--- src/rtl/mips_core_pkg.sv ---
`default_nettype none
// ============================================================================
// Module      : mips_core_pkg
// Description : Shared types and constants for the checkpoint/restore path.
// Revision    : 1.0 - initial release
// ============================================================================
package mips_core_pkg;

    // Checkpoint sequencer states, two bits wide.
    typedef enum logic [1:0] {
        IDLE    = 2'd0,
        SNAP    = 2'd1,
        SPEC    = 2'd2,
        RESTORE = 2'd3
    } ckpt_state_t;

    // Hard-wired zero register; never restored.
    localparam int REG_ZERO = 0;

endpackage
`default_nettype wire

--- src/rtl/restore_index_counter.sv ---
`default_nettype none
// ============================================================================
// Module      : restore_index_counter
// Description : Register index walker for the restore sequence. Starts at the
//               first non-zero register, advances on enable, flags the last
//               architectural register and returns to the start after it.
// Revision    : 1.0 - initial release
// ============================================================================
module restore_index_counter
    import mips_core_pkg::*;
#(
    parameter int NUM_REGS   = 32,
    parameter int ADDR_WIDTH = 5
) (
    input  logic                  clk,
    input  logic                  rst_n,
    input  logic                  clear,
    input  logic                  enable,
    output logic [ADDR_WIDTH-1:0] idx,
    output logic                  last
);

    localparam logic [ADDR_WIDTH-1:0] C_FIRST_IDX = ADDR_WIDTH'(REG_ZERO + 1);
    localparam logic [ADDR_WIDTH-1:0] C_LAST_IDX  = ADDR_WIDTH'(NUM_REGS - 1);

    logic [ADDR_WIDTH-1:0] r_idx;
    logic                  w_last;

    assign w_last = (r_idx == C_LAST_IDX);
    assign idx    = r_idx;
    assign last   = w_last;

    // Index register: wraps back to the first restorable register, never past the last.
    always_ff @(posedge clk or negedge rst_n) begin
        if (!rst_n) begin
            r_idx <= C_FIRST_IDX;
        end else if (clear || (enable && w_last)) begin
            r_idx <= C_FIRST_IDX;
        end else if (enable) begin
            r_idx <= r_idx + 1'b1;
        end
    end

endmodule
`default_nettype wire

--- src/rtl/checkpoint_restore_ctrl.sv ---
`default_nettype none
// ============================================================================
// Module      : checkpoint_restore_ctrl
// Description : Sequencer between hazard control, register_snapshot and the
//               register file write port. Takes a checkpoint on a predicted
//               branch, releases it on a correct resolve, and replays the
//               checkpoint into the register file on a mispredict while
//               stalling the pipeline.
// Revision    : 1.0 - initial release
// ============================================================================
module checkpoint_restore_ctrl
    import mips_core_pkg::*;
#(
    parameter int DATA_WIDTH = 32,
    parameter int NUM_REGS   = 32,
    parameter int ADDR_WIDTH = 5
) (
    input  logic                                 clk,
    input  logic                                 rst_n,
    input  logic                                 branch_predict,
    input  logic                                 branch_resolve_valid,
    input  logic                                 branch_mispredict,
    input  logic [NUM_REGS-1:0][DATA_WIDTH-1:0]  snap_regs,
    input  logic                                 snap_done,
    output logic                                 take_snapshot,
    output logic                                 rf_wr_en,
    output logic [ADDR_WIDTH-1:0]                rf_wr_addr,
    output logic [DATA_WIDTH-1:0]                rf_wr_data,
    output logic                                 restore_stall,
    output logic                                 restore_done,
    output logic                                 ckpt_busy
);

    ckpt_state_t           r_state;
    ckpt_state_t           w_state_nxt;
    logic                  r_pend_valid;
    logic                  r_pend_mis;
    logic                  w_pend_valid_nxt;
    logic                  w_pend_mis_nxt;
    logic                  w_res_valid;
    logic                  w_res_mis;
    logic                  w_idx_clear;
    logic                  w_idx_en;
    logic                  w_idx_last;
    logic [ADDR_WIDTH-1:0] w_idx;
    logic                  w_writing;

    restore_index_counter #(
        .NUM_REGS   (NUM_REGS),
        .ADDR_WIDTH (ADDR_WIDTH)
    ) u_idx (
        .clk    (clk),
        .rst_n  (rst_n),
        .clear  (w_idx_clear),
        .enable (w_idx_en),
        .idx    (w_idx),
        .last   (w_idx_last)
    );

    // State and pending-resolve registers.
    always_ff @(posedge clk or negedge rst_n) begin
        if (!rst_n) begin
            r_state      <= IDLE;
            r_pend_valid <= 1'b0;
            r_pend_mis   <= 1'b0;
        end else begin
            r_state      <= w_state_nxt;
            r_pend_valid <= w_pend_valid_nxt;
            r_pend_mis   <= w_pend_mis_nxt;
        end
    end

    // Next-state, index control and output decode (outputs depend on state/idx only).
    always_comb begin
        w_state_nxt      = r_state;
        w_pend_valid_nxt = r_pend_valid;
        w_pend_mis_nxt   = r_pend_mis;
        w_idx_clear      = 1'b0;
        w_idx_en         = 1'b0;
        // A resolve seen on the exit edge counts as well as one latched earlier.
        w_res_valid      = r_pend_valid | branch_resolve_valid;
        w_res_mis        = r_pend_valid ? r_pend_mis : branch_mispredict;

        case (r_state)
            IDLE: begin
                w_pend_valid_nxt = 1'b0;
                w_pend_mis_nxt   = 1'b0;
                if (branch_predict) begin
                    w_state_nxt = SNAP;
                end
            end
            SNAP: begin
                if (snap_done) begin
                    w_pend_valid_nxt = 1'b0;
                    w_pend_mis_nxt   = 1'b0;
                    if (!w_res_valid) begin
                        w_state_nxt = SPEC;
                    end else if (w_res_mis) begin
                        w_state_nxt = RESTORE;
                        w_idx_clear = 1'b1;
                    end else begin
                        w_state_nxt = IDLE;
                    end
                end else if (branch_resolve_valid && !r_pend_valid) begin
                    w_pend_valid_nxt = 1'b1;
                    w_pend_mis_nxt   = branch_mispredict;
                end
            end
            SPEC: begin
                if (branch_resolve_valid) begin
                    if (branch_mispredict) begin
                        // Wrong path is squashed, so a same-cycle predict is dropped.
                        w_state_nxt = RESTORE;
                        w_idx_clear = 1'b1;
                    end else if (branch_predict) begin
                        w_state_nxt = SNAP;
                    end else begin
                        w_state_nxt = IDLE;
                    end
                end
            end
            RESTORE: begin
                w_idx_en = 1'b1;
                if (w_idx_last) begin
                    w_state_nxt = IDLE;
                end
            end
            default: begin
                w_state_nxt = IDLE;
            end
        endcase

        w_writing     = (r_state == RESTORE) && (w_idx != ADDR_WIDTH'(REG_ZERO));
        take_snapshot = (r_state == SNAP);
        ckpt_busy     = (r_state != IDLE);
        restore_stall = (r_state == RESTORE);
        rf_wr_en      = w_writing;
        rf_wr_addr    = w_writing ? w_idx : '0;
        rf_wr_data    = w_writing ? snap_regs[w_idx] : '0;
        restore_done  = w_writing && w_idx_last;
    end

`ifndef SYNTHESIS
    // Hazard control must not predict while a checkpoint is held unless the
    // held branch resolves in the same cycle.
    a_no_predict_in_spec: assert property (
        @(posedge clk) disable iff (!rst_n)
        (r_state == SPEC && branch_predict) |-> branch_resolve_valid
    );
`endif

endmodule
`default_nettype wire

--- config.mk ---
export PLATFORM = sky130hd
export DESIGN_NAME = checkpoint_restore_ctrl
export DESIGN_NICKNAME = d
export VERILOG_FILES = /design/src/rtl/mips_core_pkg.sv /design/src/rtl/restore_index_counter.sv /design/src/rtl/checkpoint_restore_ctrl.sv
export SDC_FILE = /design/constraint.sdc
export NUM_CORES = 1
export LEC_CHECK = 0
export ABC_AREA = 1
export CORE_AREA = 2 2 423 425
export CTS_CLUSTER_DIAMETER = 200
export DETAILED_ROUTE_END_ITERATION = 16
export DIE_AREA = 0 0 425 427
export GPL_TIMING_DRIVEN = 0
export PLACE_DENSITY = 0.34
export SLEW_MARGIN = 0
export SYNTH_ARGS = -nofsm -noshare
export SYNTH_HDL_FRONTEND = slang
export SYNTH_SLANG_ARGS = --single-unit
--- constraint.sdc ---
create_clock -name clk -period 2.4 [get_ports clk]
set_input_delay 0.24 -clock clk [delete_from_list [all_inputs] [get_ports clk]]
set_output_delay 0.24 -clock clk [all_outputs]
set_load 0.05 [all_outputs]
-- After elaboration in Yosys (flattened, before gate mapping)
Index checks and enable logic that the tools add are counted.
- logic and storage cells: 58
- flip-flop bits (word level): 9
- bits of input ports: 1030
- output and inout port bits: 42
- equality and inequality tests: 9
- $lt $le $gt $ge: 1
- bitwise gates (word level): 1
- reductions and logical operators: 13
- add/sub/neg operators: 1
- muxes and demuxes: 29
- operators with widths (cell ; number):
    32-bit binary-select mux with 5-bit select ; 1
    32-bit two-way mux ; 2
    5-bit two-way mux ; 3
    2-bit two-way mux ; 7
    1-bit two-way mux ; 12
    2-bit one-hot mux with 4 select lines ; 1
    5-bit by 6-bit less-than comparator with 1-bit output (second input constant) ; 1
    2-bit != test (second input constant) ; 3
    1-bit one-hot mux with 2 select lines ; 3
    2-bit nonzero test ; 3
    5-bit by 1-bit adder with 5-bit output (second input constant) ; 1
    5-bit equality test (second input constant) ; 1
    5-bit nonzero test ; 1
    2-bit equality test (second input constant) ; 2
    1-bit logical AND ; 4
    4-bit AND reduction ; 1
    3-bit by 2-bit != test with 1-bit output (second input constant) ; 1
    2-bit by 1-bit equality test with 1-bit output (second input constant) ; 1
    2-bit zero test ; 1
    2-bit by 1-bit != test with 1-bit output (second input constant) ; 1
    2-bit AND reduction ; 1
    1-bit zero test ; 1
    1-bit logical OR ; 1
    1-bit bitwise OR ; 1

-- Depth between registers and ports, before layout
Gate-level depths: netlist (run 1).
- word-level depth: 7
- mapped depth: 13

-- Hierarchy
Synthesis (run 1) repeated with hierarchy kept, for this count alone.
- cell total of the unflattened synthesis: 3226
- area total of the unflattened synthesis: 13686.9 um2
- modules (own cells, without submodules) (module ; seq. area each (um2) ; cells an instance ; instances ; area an instance (um2)):
    checkpoint_restore_ctrl ; 100.1 ; 3192 ; 1 ; 13406.6
    restore_index_counter ; 126.4 ; 34 ; 1 ; 280.3

-- Worst setup path after synthesis (run 1)
Ideal clock, no wire load.
- path kind: flip-flop to output port
- start: register u_idx.r_idx[0], in the netlist u_idx.idx[0]
- end: output rf_wr_data[22]
- cell stages (with the launch flop): 12
- required time: 2.160 ns
- slack: -0.707 ns
- buffers on the path: 4
- arrival: 2.867 ns
- cell sequence: dfstp_2 -> inv_2 -> buf_6 -> buf_2 -> buf_2 -> ha_1 -> a31oi_2 -> nand2_1 -> inv_2 -> buf_2 -> nand2_1 -> nand2_1
- word-level cells in the longest chain between the ends: 3
- elaborated cells between the ends (all ways): 5
- classes of those cells: mux (3); reduce/logical (2)
- ends and longest elaborated chain (what ; line ; text):
    start, declared ; restore_index_counter.sv:26 ; logic [ADDR_WIDTH-1:0] r_idx;
    start signal, assigned ; restore_index_counter.sv:40 ; r_idx <= r_idx + 1'b1;
    5-bit nonzero test ; checkpoint_restore_ctrl.sv:133 ; w_writing = (r_state == RESTORE) && (w_idx != ADDR_WIDTH'(REG_ZERO));
    1-bit logical AND ; checkpoint_restore_ctrl.sv:133 ;
    net rf_wr_en ; checkpoint_restore_ctrl.sv:26 ; output logic rf_wr_en,
    32-bit two-way mux ; checkpoint_restore_ctrl.sv:139 ; rf_wr_data = w_writing ? snap_regs[w_idx] : '0;
    end, declared ; checkpoint_restore_ctrl.sv:28 ; output logic [DATA_WIDTH-1:0] rf_wr_data,
The timed path passes the listed nets, and every way through them passes these cells. The select of a mux whose other input is x is not followed.

-- Final worst setup path (run 1)
- start: register u_idx.r_idx[0], in the netlist u_idx.idx[0]
- end: output rf_wr_data[4]
- word-level cells in the longest chain between the ends: 3
- elaborated cells between the ends (all ways): 5
- classes of those cells: mux (3); reduce/logical (2)
- ends and longest elaborated chain (what ; line):
    32-bit binary-select mux with 5-bit select / 5-bit nonzero test (equally long branches) ; checkpoint_restore_ctrl.sv:139, checkpoint_restore_ctrl.sv:133
    32-bit two-way mux (not written as such) / 1-bit logical AND (equally long branches) ; checkpoint_restore_ctrl.sv:139, checkpoint_restore_ctrl.sv:133
    32-bit two-way mux (*) ; checkpoint_restore_ctrl.sv:139
Mark *: on every way between the ends. The rest lies on a longest branch, timed or not. The select of a mux whose other input is x is not followed.

==> results of run 1 <==
cells by family after synthesis:
| kind of cell | Yosys count | share of synthesized area |
|---|---|---|
| AO/OA/AOI/OAI | 11 | 0.00450 |
| XOR/XNOR | 2 | 0.00121 |
| adder cells (fa/ha/maj) | 8 | 0.00692 |
| buffers and inverters | 1068 | 0.302 |
| flip-flops | 9 | 0.0156 |
| AND/OR/NAND/NOR | 2382 | 0.669 |
per-stage QoR:
step           instance area (um2)  setup TNS (ns)  setup slack [ns]  hold WS (ns)  instances
6_report                     30600          -15.96            -0.480         0.354       6937
5_1_grt                      30600          -20.08            -0.574         0.383       6932
4_1_cts                      30300          -17.82            -0.534         0.376       6925
3_5_place_dp                 28500          -69.83             -2.13         0.525       6906
3_3_place_gp                 28500          -69.35             -2.11         0.526       6906
2_1_floorplan                14900          -0.258           -0.0323       -0.0556       3480
worst max-delay path, cell delays in order, from the launching register on:
cell and delay (ns):
dfstp_2 0.61, buf_12 0.20, buf_12 0.21, buf_6 0.21
nand2_1 0.13, nand2_1 0.09, nand2_1 0.05, nand3_1 0.19
nand3_4 0.18, nand2_4 0.14, nand2_1 0.09, nand2_4 0.09
buf_12 0.13
synthesized netlist by cell type (2+ instances only):
| cell | number |
|---|---|
| nand2_1 | 1783 |
| nor2_2 | 2 |
| clkbuf_1 | 20 |
| nand3_1 | 587 |
| dfrtp_1 | 8 |
| buf_4 | 51 |
| nand4_1 | 3 |
| buf_1 | 8 |
| ha_1 | 8 |
| nor2_1 | 7 |
| a21oi_1 | 3 |
| o21ai_0 | 5 |
| xor2_1 | 2 |
| buf_2 | 133 |
| inv_1 | 851 |
| inv_2 | 4 |
flip-flops by register name, summed over array words and instances (netlist names):
name	count
r_state	2
r_pend_mis	1
r_pend_valid	1
u_idx.idx	5
final cells by class:
type	instances	area, um2
antenna	10	25.0
multi-input combinational	2403	11100
inverter	855	3250
tap	2355	2950
clock inverter	1	5.00
sequential	9	226
timing repair buffer	1089	11200
clock buffer	3	75.1
buffer	212	1740
fill	21200	147000
layout by cell type, fill, tap and decap left out, drive strengths merged:
cell type | netlist | layout
nand2 | 1783 | 1783
clkdlybuf4s50 | 0 | 1032
inv | 855 | 848
nand3 | 587 | 587
buf | 193 | 245
clkbuf | 20 | 24
diode | 0 | 10
nor2 | 9 | 9
dfrtp | 8 | 8
ha | 8 | 8
clkinvlp | 0 | 6
o21ai | 5 | 5
nand4 | 3 | 3
a21oi | 3 | 3
xor2 | 2 | 2
a31oi | 2 | 2
clkinv | 0 | 2
o22ai | 1 | 1
clkdlybuf4s18 | 0 | 1
clkdlybuf4s15 | 0 | 1
bufbuf | 0 | 1
dfstp | 1 | 1
worst min path at each step:
stage	startpoint	end	slack (ns)
6_report	rst_n	u_idx.idx[3]$_DFFE_PN0P_	0.35
5_1_grt	rst_n	u_idx.idx[3]$_DFFE_PN0P_	0.38
4_1_cts	rst_n	r_state[1]$_DFFE_PN0P_	0.38
3_5_place_dp	r_pend_mis$_DFFE_PN0P_	r_pend_mis$_DFFE_PN0P_	0.52
3_3_place_gp	r_pend_mis$_DFFE_PN0P_	r_pend_mis$_DFFE_PN0P_	0.53
2_1_floorplan	rst_n	r_pend_mis$_DFFE_PN0P_	-0.06
power by group through the flow:
stage	logic [mW]	clock network, mW	registers (mW)
global route	30.1	0.320	0.276
floorplan	12.1	0	0.245
CTS	28.4	0.314	0.271
detailed placement	25.6	0	0.266
finish	27.8	0.310	0.267
global placement	25.7	0	0.264
metal layers:
| layer | share of wire | wire [um] | GRT usage |
|---|---|---|---|
| met1 | 0.41 | 73700 | 0.230 |
| met2 | 0.52 | 93900 | 0.357 |
| met3 | 0.051 | 9130 | 0.0241 |
| met4 | 0.016 | 2790 | 0.0223 |
| met5 | 0.0011 | 203 | 0 |
timing repair:
| item | in CTS | in global routing |
|---|---|---|
| cloned | 4 | 0 |
| gates resized for setup | 668 | 68 |
| buffers inserted | 12 | 2 |
| setup endpoints to repair | 40 | 46 |
| pin swaps | 20 | 3 |
| hold endpoints to repair | 0 | 0 |
==> flow_summary.toml, run 1 <==
[status]
status = "finished, violations left"
violations = "setup timing"

[yosys]
synthArstFlopShare = 1.00
synth_edf_count = 0
ys_types = 21
syn_inst = 3480
synth_area_um2 = 14500
ys_seq_area_frac = 0.0156
yosysWarnings = 0
synth_top_area_share = 0.462
synth_area_leaders = "nand2_1, inv_1, nand3_1"
ys_ff_latch = 9
synth_fp_nets = 4518
synthFlopType = "dfrtp_1"
syn_area_per_cell_um2 = 4.16
yosysTopAreaCell = "nand2_1"

[floorplanning]
row_count = 155
core_area_um2 = 177000
ios = 1072
die_w_um = 425
initial_core_util = 0.0816
die_y_um = 427
fp.dieArea_um2 = 181000

[global_route]
grt_max_degree = 11
grt_pass1_vias = 25000
groute.usage.overall = 0.188
grt.overflow.total = 0
antenna_found_initial = 37
grt_pass1_wl_um = 229000

[sta]
hold_viol = 0
rsz0062_at_grt = "yes"
finalCritPeriodShare = 1.20
fin_ws_ns = -0.480
period_minus_slack_ns = 2.88
finalMaxSlewViolations = 0
clock_skew_ns = 0.00694
tightest_slew_ns = 1.14
setup_violations = 39
max_freq_ghz = 0.347
relSlewSlack = 0.243

[setup_path]
reg2reg_to = "r_state[1]$_DFFE_PN0P_"
r2r_slack_ns = 0.29
critPathRequiredTime_ns = 2.16
end_kind = "primary output"
rr_startpoint = "u_idx.idx[3]$_DFFE_PN0P_"
rr_worst_depth = 11
crit_type = "reg2out"
worstPathMaxFanout = 10
worstPathArrival_ns = 2.64
critical_path.endpoint = "rf_wr_data[4]"
crit_path_start_kind = "register"
cp-startpoint = "u_idx.idx[0]$_DFFE_PN1P_"

[drt]
via_count = 25000
drt-pass1-iter-count = 5
drt_wl_total_um = 180000
antenna_left = 0
drc = 0
wl_per_cell_um = 25.9
viasPerCell = 3.61
drt_iter0_markers = 1707

[placed_design]
portBuffers = 1071
place.gp.congestion = 0.924
hpwl_um = 160000

[cts]
insertion_delay_ns = 0.24
h-tree-depth = 1
cts-root-buf = "clkbuf_16"
cts_buffers = 3
cts.sinks = 9
ctsHoldBuffers = 0
clk_pin_slew_ns = 0.05
tritoncts = "done"
cts_buffer_depth = 2

[final_layout]
drive_gt1_frac = 0.107
fin_util = 0.173
nNetsFinal = 5611
area_delta_synth_final_pct = 111

[pwr]
p_sw_mw = 19.3
pwr_density_cell_nw_per_um2 = 927
total_power_mw = 28.4
combPwrFrac = 0.980
leakage_nw = 16.2
p_clk_frac = 0.011
vdd_drop_max_v = 0.000295
power_switching_share = 0.681
seq_power_share = 0.009
power_report.internal_total_mw = 9.05

[run]
maxCapViolations = 0

[hold_path]
worst_hold_path_type = "in2async"
(Power assumes the default switching activity.)
==> run 2: changes to the inputs <==
Clock period 2.4 ns to 2.75 ns, I/O delays scaled along.
==> run 2 against run 1 <==
Compared with the run above:
- the run still ends with setup timing left
- critical path depth unchanged
- die area unchanged
- clock skew decreased by 0.0061 ns
- first-iteration DRC count decreased by 1.0%
- sequential share of layout area about the same
- non-clock buffer count increased by 11
- critical endpoint unchanged
==> flow_summary.toml, run 2 (synthesized netlist as in run 1, its figures left out) <==
[setup_path]
critPathRequiredTime_ns = 2.48
crit_path_start_kind = "register"
end_kind = "primary output"
r2r_slack_ns = 0.55
crit_type = "reg2out"
worstPathArrival_ns = 2.69
worstPathMaxFanout = 10

[pwr]
leakage_nw = 16.4
pwr_density_cell_nw_per_um2 = 804
power_switching_share = 0.671
total_power_mw = 24.8
vdd_drop_max_v = 0.000323
combPwrFrac = 0.980
p_clk_frac = 0.010
seq_power_share = 0.010
power_report.internal_total_mw = 8.16
p_sw_mw = 16.7

[global_route]
grt.overflow.total = 0
groute.usage.overall = 0.194
grt_max_degree = 11
antenna_found_initial = 45
grt_pass1_vias = 24900
grt_pass1_wl_um = 235000

[placed_design]
hpwl_um = 164000
portBuffers = 1071
post_dp_cell_area_um2 = 28200
place.gp.congestion = 0.914
placed_cells = 6906

[drt]
viasPerCell = 3.64
wl_per_cell_um = 26.8
drc = 0
antenna_left = 0
drt_iter0_markers = 1690
drt_wl_total_um = 186000
via_count = 25300
drt-pass1-iter-count = 6

[final_layout]
final_cells = 6957
drive_gt1_frac = 0.104
nNetsFinal = 5622
stdcell_area_um2 = 30900
layout_common_cells = "nand2_1, clkdlybuf4s50_1, inv_1"
largest_reg_flops = 5
area_delta_synth_final_pct = 114
layout_commonest_cell = "nand2_1"

[sta]
setup_violations = 38
finalCritPeriodShare = 1.08
finalMaxSlewViolations = 0
tightest_slew_ns = 1.24
clock_skew_ns = 0.000809
relSlewSlack = 0.173
period_minus_slack_ns = 2.97
rsz0062_at_grt = "yes"
fin_ws_ns = -0.216
hold_viol = 0
max_freq_ghz = 0.337

[floorplanning]
initial_core_util = 0.0816
fp.dieArea_um2 = 181000
die_w_um = 425
die_y_um = 427
ios = 1072
row_count = 155
core_area_um2 = 177000

[cts]
cts_buffer_depth = 2
ctsHoldBuffers = 0
cts.sinks = 9
h-tree-depth = 1
insertion_delay_ns = 0.24
tritoncts = "done"
cts_buffers = 3
clk_pin_slew_ns = 0.04
cts-root-buf = "clkbuf_16"

[run]
maxCapViolations = 0

[status]
status = "finished, violations left"
violations = "setup timing"

[hold_path]
worst_hold_path_type = "in2async"
==> run 2: cell count changes in the layout (fill, tap and decap cells not counted), moves of 8 or more <==
cell / before / now
buf_8: 9 / 22
diode_2: 10 / 19
inv_1: 836 / 845
nand2_8: 2 / 11
nand3_1: 516 / 524
==> run 2: final cells by class <==
type / count / area, um2
Fill cell: 21100 / 146000
Timing Repair Buffer: 1101 / 11500
Multi-Input combinational cell: 2403 / 11100
Inverter: 855 / 3230
Tap cell: 2355 / 2950
Buffer: 211 / 1860
Sequential cell: 9 / 226
Clock buffer: 4 / 78.8
Antenna cell: 19 / 47.5
==> run 2: per-layer routing <==
| layer | GRT usage | part of all wire | up-vias |
|---|---|---|---|
| met1 | 0.235 | 0.41 | 12000 |
| met5 | 0 | 0.0012 | - |
| li1 | - | - | 12300 |
| met2 | 0.370 | 0.53 | 906 |
| met3 | 0.0287 | 0.054 | 107 |
| met4 | 0.0193 | 0.0097 | 34 |
==> run 2: path summary, 6_finish.rpt <==
check / from / cells after the start / end
max in group asynchronous: rst_n / 1 / u_idx.idx[0]$_DFFE_PN1P_
hold reg to reg: r_pend_mis$_DFFE_PN0P_ / 2 / r_pend_mis$_DFFE_PN0P_
min in group clk: r_pend_mis$_DFFE_PN0P_ / 2 / r_pend_mis$_DFFE_PN0P_
hold / removal: rst_n / 1 / r_pend_valid$_DFFE_PN0P_
setup / recovery: u_idx.idx[0]$_DFFE_PN1P_ / 12 / rf_wr_data[4]
setup reg to reg: u_idx.idx[3]$_DFFE_PN0P_ / 11 / r_state[1]$_DFFE_PN0P_
==> run 2: timing repair <==
action | CTS | global route
buffers inserted | 20 | 3
gates resized for setup | 760 | 59
cloned | 6 | 3
pin swaps | 36 | 9
setup endpoints to repair | 39 | 38
==> run 2: metrics by stage <==
step / utilization / setup TNS (ns) / hold WS (ns) / setup WS, ns
6_report: 0.174 / -5.38 / 0.373 / -0.216
5_1_grt: 0.174 / -8.93 / 0.403 / -0.284
4_1_cts: 0.173 / -6.54 / 0.386 / -0.232
3_5_place_dp: 0.159 / -58.50 / 0.533 / -1.85
3_3_place_gp: 0.159 / -59.12 / 0.524 / -1.88
2_1_floorplan: - / -0.0431 / -0.0206 / -0.0108
==> run 2: power by group through the flow <==
| stage | clock network (mW) | registers (mW) | logic, mW |
|---|---|---|---|
| floorplan | 0 | 0.213 | 10.3 |
| global placement | 0 | 0.229 | 21.7 |
| detailed placement | 0 | 0.228 | 21.6 |
| CTS | 0.265 | 0.243 | 24.6 |
| global route | 0.276 | 0.249 | 26.3 |
| finish | 0.260 | 0.243 | 24.3 |
==> run 2: worst max-delay path, cell delays in order (launching register included) <==
cell	delay, ns
dfstp_2	0.65
buf_12	0.24
clkbuf_16	0.23
buf_16	0.17
nand2_1	0.18
nand2_1	0.18
nand2_1	0.08
nand3_1	0.10
nand3_2	0.18
nand2_1	0.12
nand2_1	0.09
nand2_4	0.07
buf_12	0.13
==> run 3: changes to the inputs <==
--- a/config.mk
+++ b/config.mk
@@ -12,4 +12,5 @@
 export DIE_AREA = 0 0 425 427
 export GPL_TIMING_DRIVEN = 0
+export HOLD_SLACK_MARGIN = 0.03
 export PLACE_DENSITY = 0.34
 export SLEW_MARGIN = 0
==> constraint.sdc (replaced) <==
create_clock -name clk -period 2.75 [get_ports clk]
set_input_delay 0.275 -clock clk [delete_from_list [all_inputs] [get_ports clk]]
set_output_delay 0.275 -clock clk [all_outputs]
set_load 0.005 [all_outputs]
==> run 3 against run 2 <==
Compared with the run above:
- critical endpoint is now rf_wr_data[15]
- largest cell class unchanged
- the flow still finishes with violations (setup timing)
- largest power group unchanged
- critical path depth unchanged
- die area unchanged
- register-to-register slack improved by 0.10 ns
==> flow_summary.toml, run 3 (synthesized netlist as in run 1, its figures left out) <==
[cts]
insertion_delay_ns = 0.24
cts-root-buf = "clkbuf_16"
cts_buffers = 3
clk_pin_slew_ns = 0.04
tritoncts = "done"
cts.sinks = 9
h-tree-depth = 1
cts_buffer_depth = 2

[sta]
tightest_slew_ns = 1.09
clock_skew_ns = 0.00573
fin_ws_ns = -0.0996
relSlewSlack = 0.270
hold_viol = 0
finalCritPeriodShare = 1.04
rsz0062_at_grt = "yes"
period_minus_slack_ns = 2.85
setup_violations = 12
max_freq_ghz = 0.351
finalMaxSlewViolations = 0

[final_layout]
layout_common_cells = "nand2_1, clkdlybuf4s50_1, inv_1"
final_cells = 6991
largest_reg_flops = 5
fin_util = 0.178
drive_gt1_frac = 0.131
nNetsFinal = 5637
stdcell_area_um2 = 31500
layout_commonest_cell = "nand2_1"
area_delta_synth_final_pct = 118

[placed_design]
place_ws_ns = -1.68
place.gp.congestion = 0.931
hpwl_um = 163000
portBuffers = 1071
post_dp_cell_area_um2 = 28200
placed_cells = 6907

[status]
status = "finished, violations left"
violations = "setup timing"

[drt]
antenna_left = 0
viasPerCell = 3.66
maxUsedRoutingLayer = "met5"
met1_length_um = 74200
drc = 0
drt_iter0_markers = 1896
wl_met3_um = 12000
wl_per_cell_um = 26.6
wl_met2_um = 95600
drt_wl_total_um = 186000
drt-pass1-iter-count = 6
via_count = 25600

[run]
maxCapViolations = 0

[floorplanning]
core_area_um2 = 177000
row_count = 155
initial_core_util = 0.0816
ios = 1072
die_w_um = 425
fp.dieArea_um2 = 181000
die_y_um = 427

[global_route]
antenna_found_initial = 71
grt_pass1_wl_um = 232000
groute.usage.overall = 0.192
grt.overflow.total = 0
grt_max_degree = 11
grt_pass1_vias = 24900

[setup_path]
end_kind = "primary output"
crit_path_start_kind = "register"
worstPathArrival_ns = 2.57
worstPathMaxFanout = 10
critPathRequiredTime_ns = 2.48
crit_type = "reg2out"

[pwr]
pwr_density_cell_nw_per_um2 = 812
vdd_drop_max_v = 0.000359
leakage_nw = 16.7

[hold_path]
worst_hold_path_type = "in2async"
==> run 3: cell types whose count changed in the layout (fill, tap and decap cells not counted), moves of 8 or more <==
cell | previous run | this run
buf_2 | 71 | 54
buf_6 | 40 | 58
clkbuf_4 | 7 | 19
diode_2 | 19 | 38
inv_1 | 845 | 837
nand2_1 | 1662 | 1588
nand2_2 | 68 | 132
nand2_4 | 42 | 54
nand3_1 | 524 | 485
nand3_2 | 39 | 72
==> run 3: what timing repair did <==
item,in CTS,in global routing
setup endpoints to repair,39,37
cloned,4,6
resized for setup,587,313
hold buffers,0,0
buffers inserted,22,15
pin swaps,10,81
==> run 3: area by class of cell <==
cell class / instances / area [um2]
Sequential cell: 9 / 226
Clock buffer: 4 / 78.8
Fill cell: 21000 / 146000
Multi-Input combinational cell: 2403 / 11500
Inverter: 855 / 3240
Buffer: 208 / 1990
Antenna cell: 38 / 95.1
Tap cell: 2355 / 2950
Timing Repair Buffer: 1119 / 11400
==> run 3: path summary, 6_finish.rpt <==
kind / from / end / slack (ns) / cells after the start
max in group asynchronous: rst_n / u_idx.idx[0]$_DFFE_PN1P_ / 2.01 / 1
hold reg to reg: r_pend_mis$_DFFE_PN0P_ / r_pend_mis$_DFFE_PN0P_ / 0.54 / 2
setup reg to reg: u_idx.idx[2]$_DFFE_PN0P_ / r_state[0]$_DFFE_PN0P_ / 0.65 / 10
setup / recovery: u_idx.idx[0]$_DFFE_PN1P_ / rf_wr_data[15] / -0.1 / 12
min in group clk: r_pend_mis$_DFFE_PN0P_ / r_pend_mis$_DFFE_PN0P_ / 0.54 / 2
hold / removal: rst_n / u_idx.idx[3]$_DFFE_PN0P_ / 0.38 / 1
==> run 3: layer usage <==
layer / vias up / track usage
met1: 12100 / 0.226
met5: - / 0
met4: 44 / 0.0421
li1: 12300 / -
met2: 991 / 0.354
met3: 155 / 0.0399
==> run 3: worst max-delay path, cell delays in order (launching register included) <==
cell and delay (ns):
dfstp_2 0.61, inv_2 0.08, buf_12 0.14, buf_12 0.15, buf_4 0.24, nand2_1 0.09, nand3_1 0.09, nand3_2 0.18
nand3_1 0.19, nand2_2 0.16, nand2_4 0.09, nand2_1 0.09, buf_2 0.18
==> run 3: where the power goes <==
group	switching (mW)	internal [mW]
logic	16.7	8.39
registers	0.0486	0.188
clock network	0.0644	0.194
total	16.8	8.77
==> run 3: per-stage QoR <==
step,power [mW],TNS [ns],hold slack [ns]
global route,27.6,-3.34,0.415
finish,25.6,-0.611,0.385
detailed placement,21.3,-49.54,0.538
floorplan,10.1,0,-0.0206
CTS,24.4,-5.09,0.394
global placement,21.3,-49.66,0.517
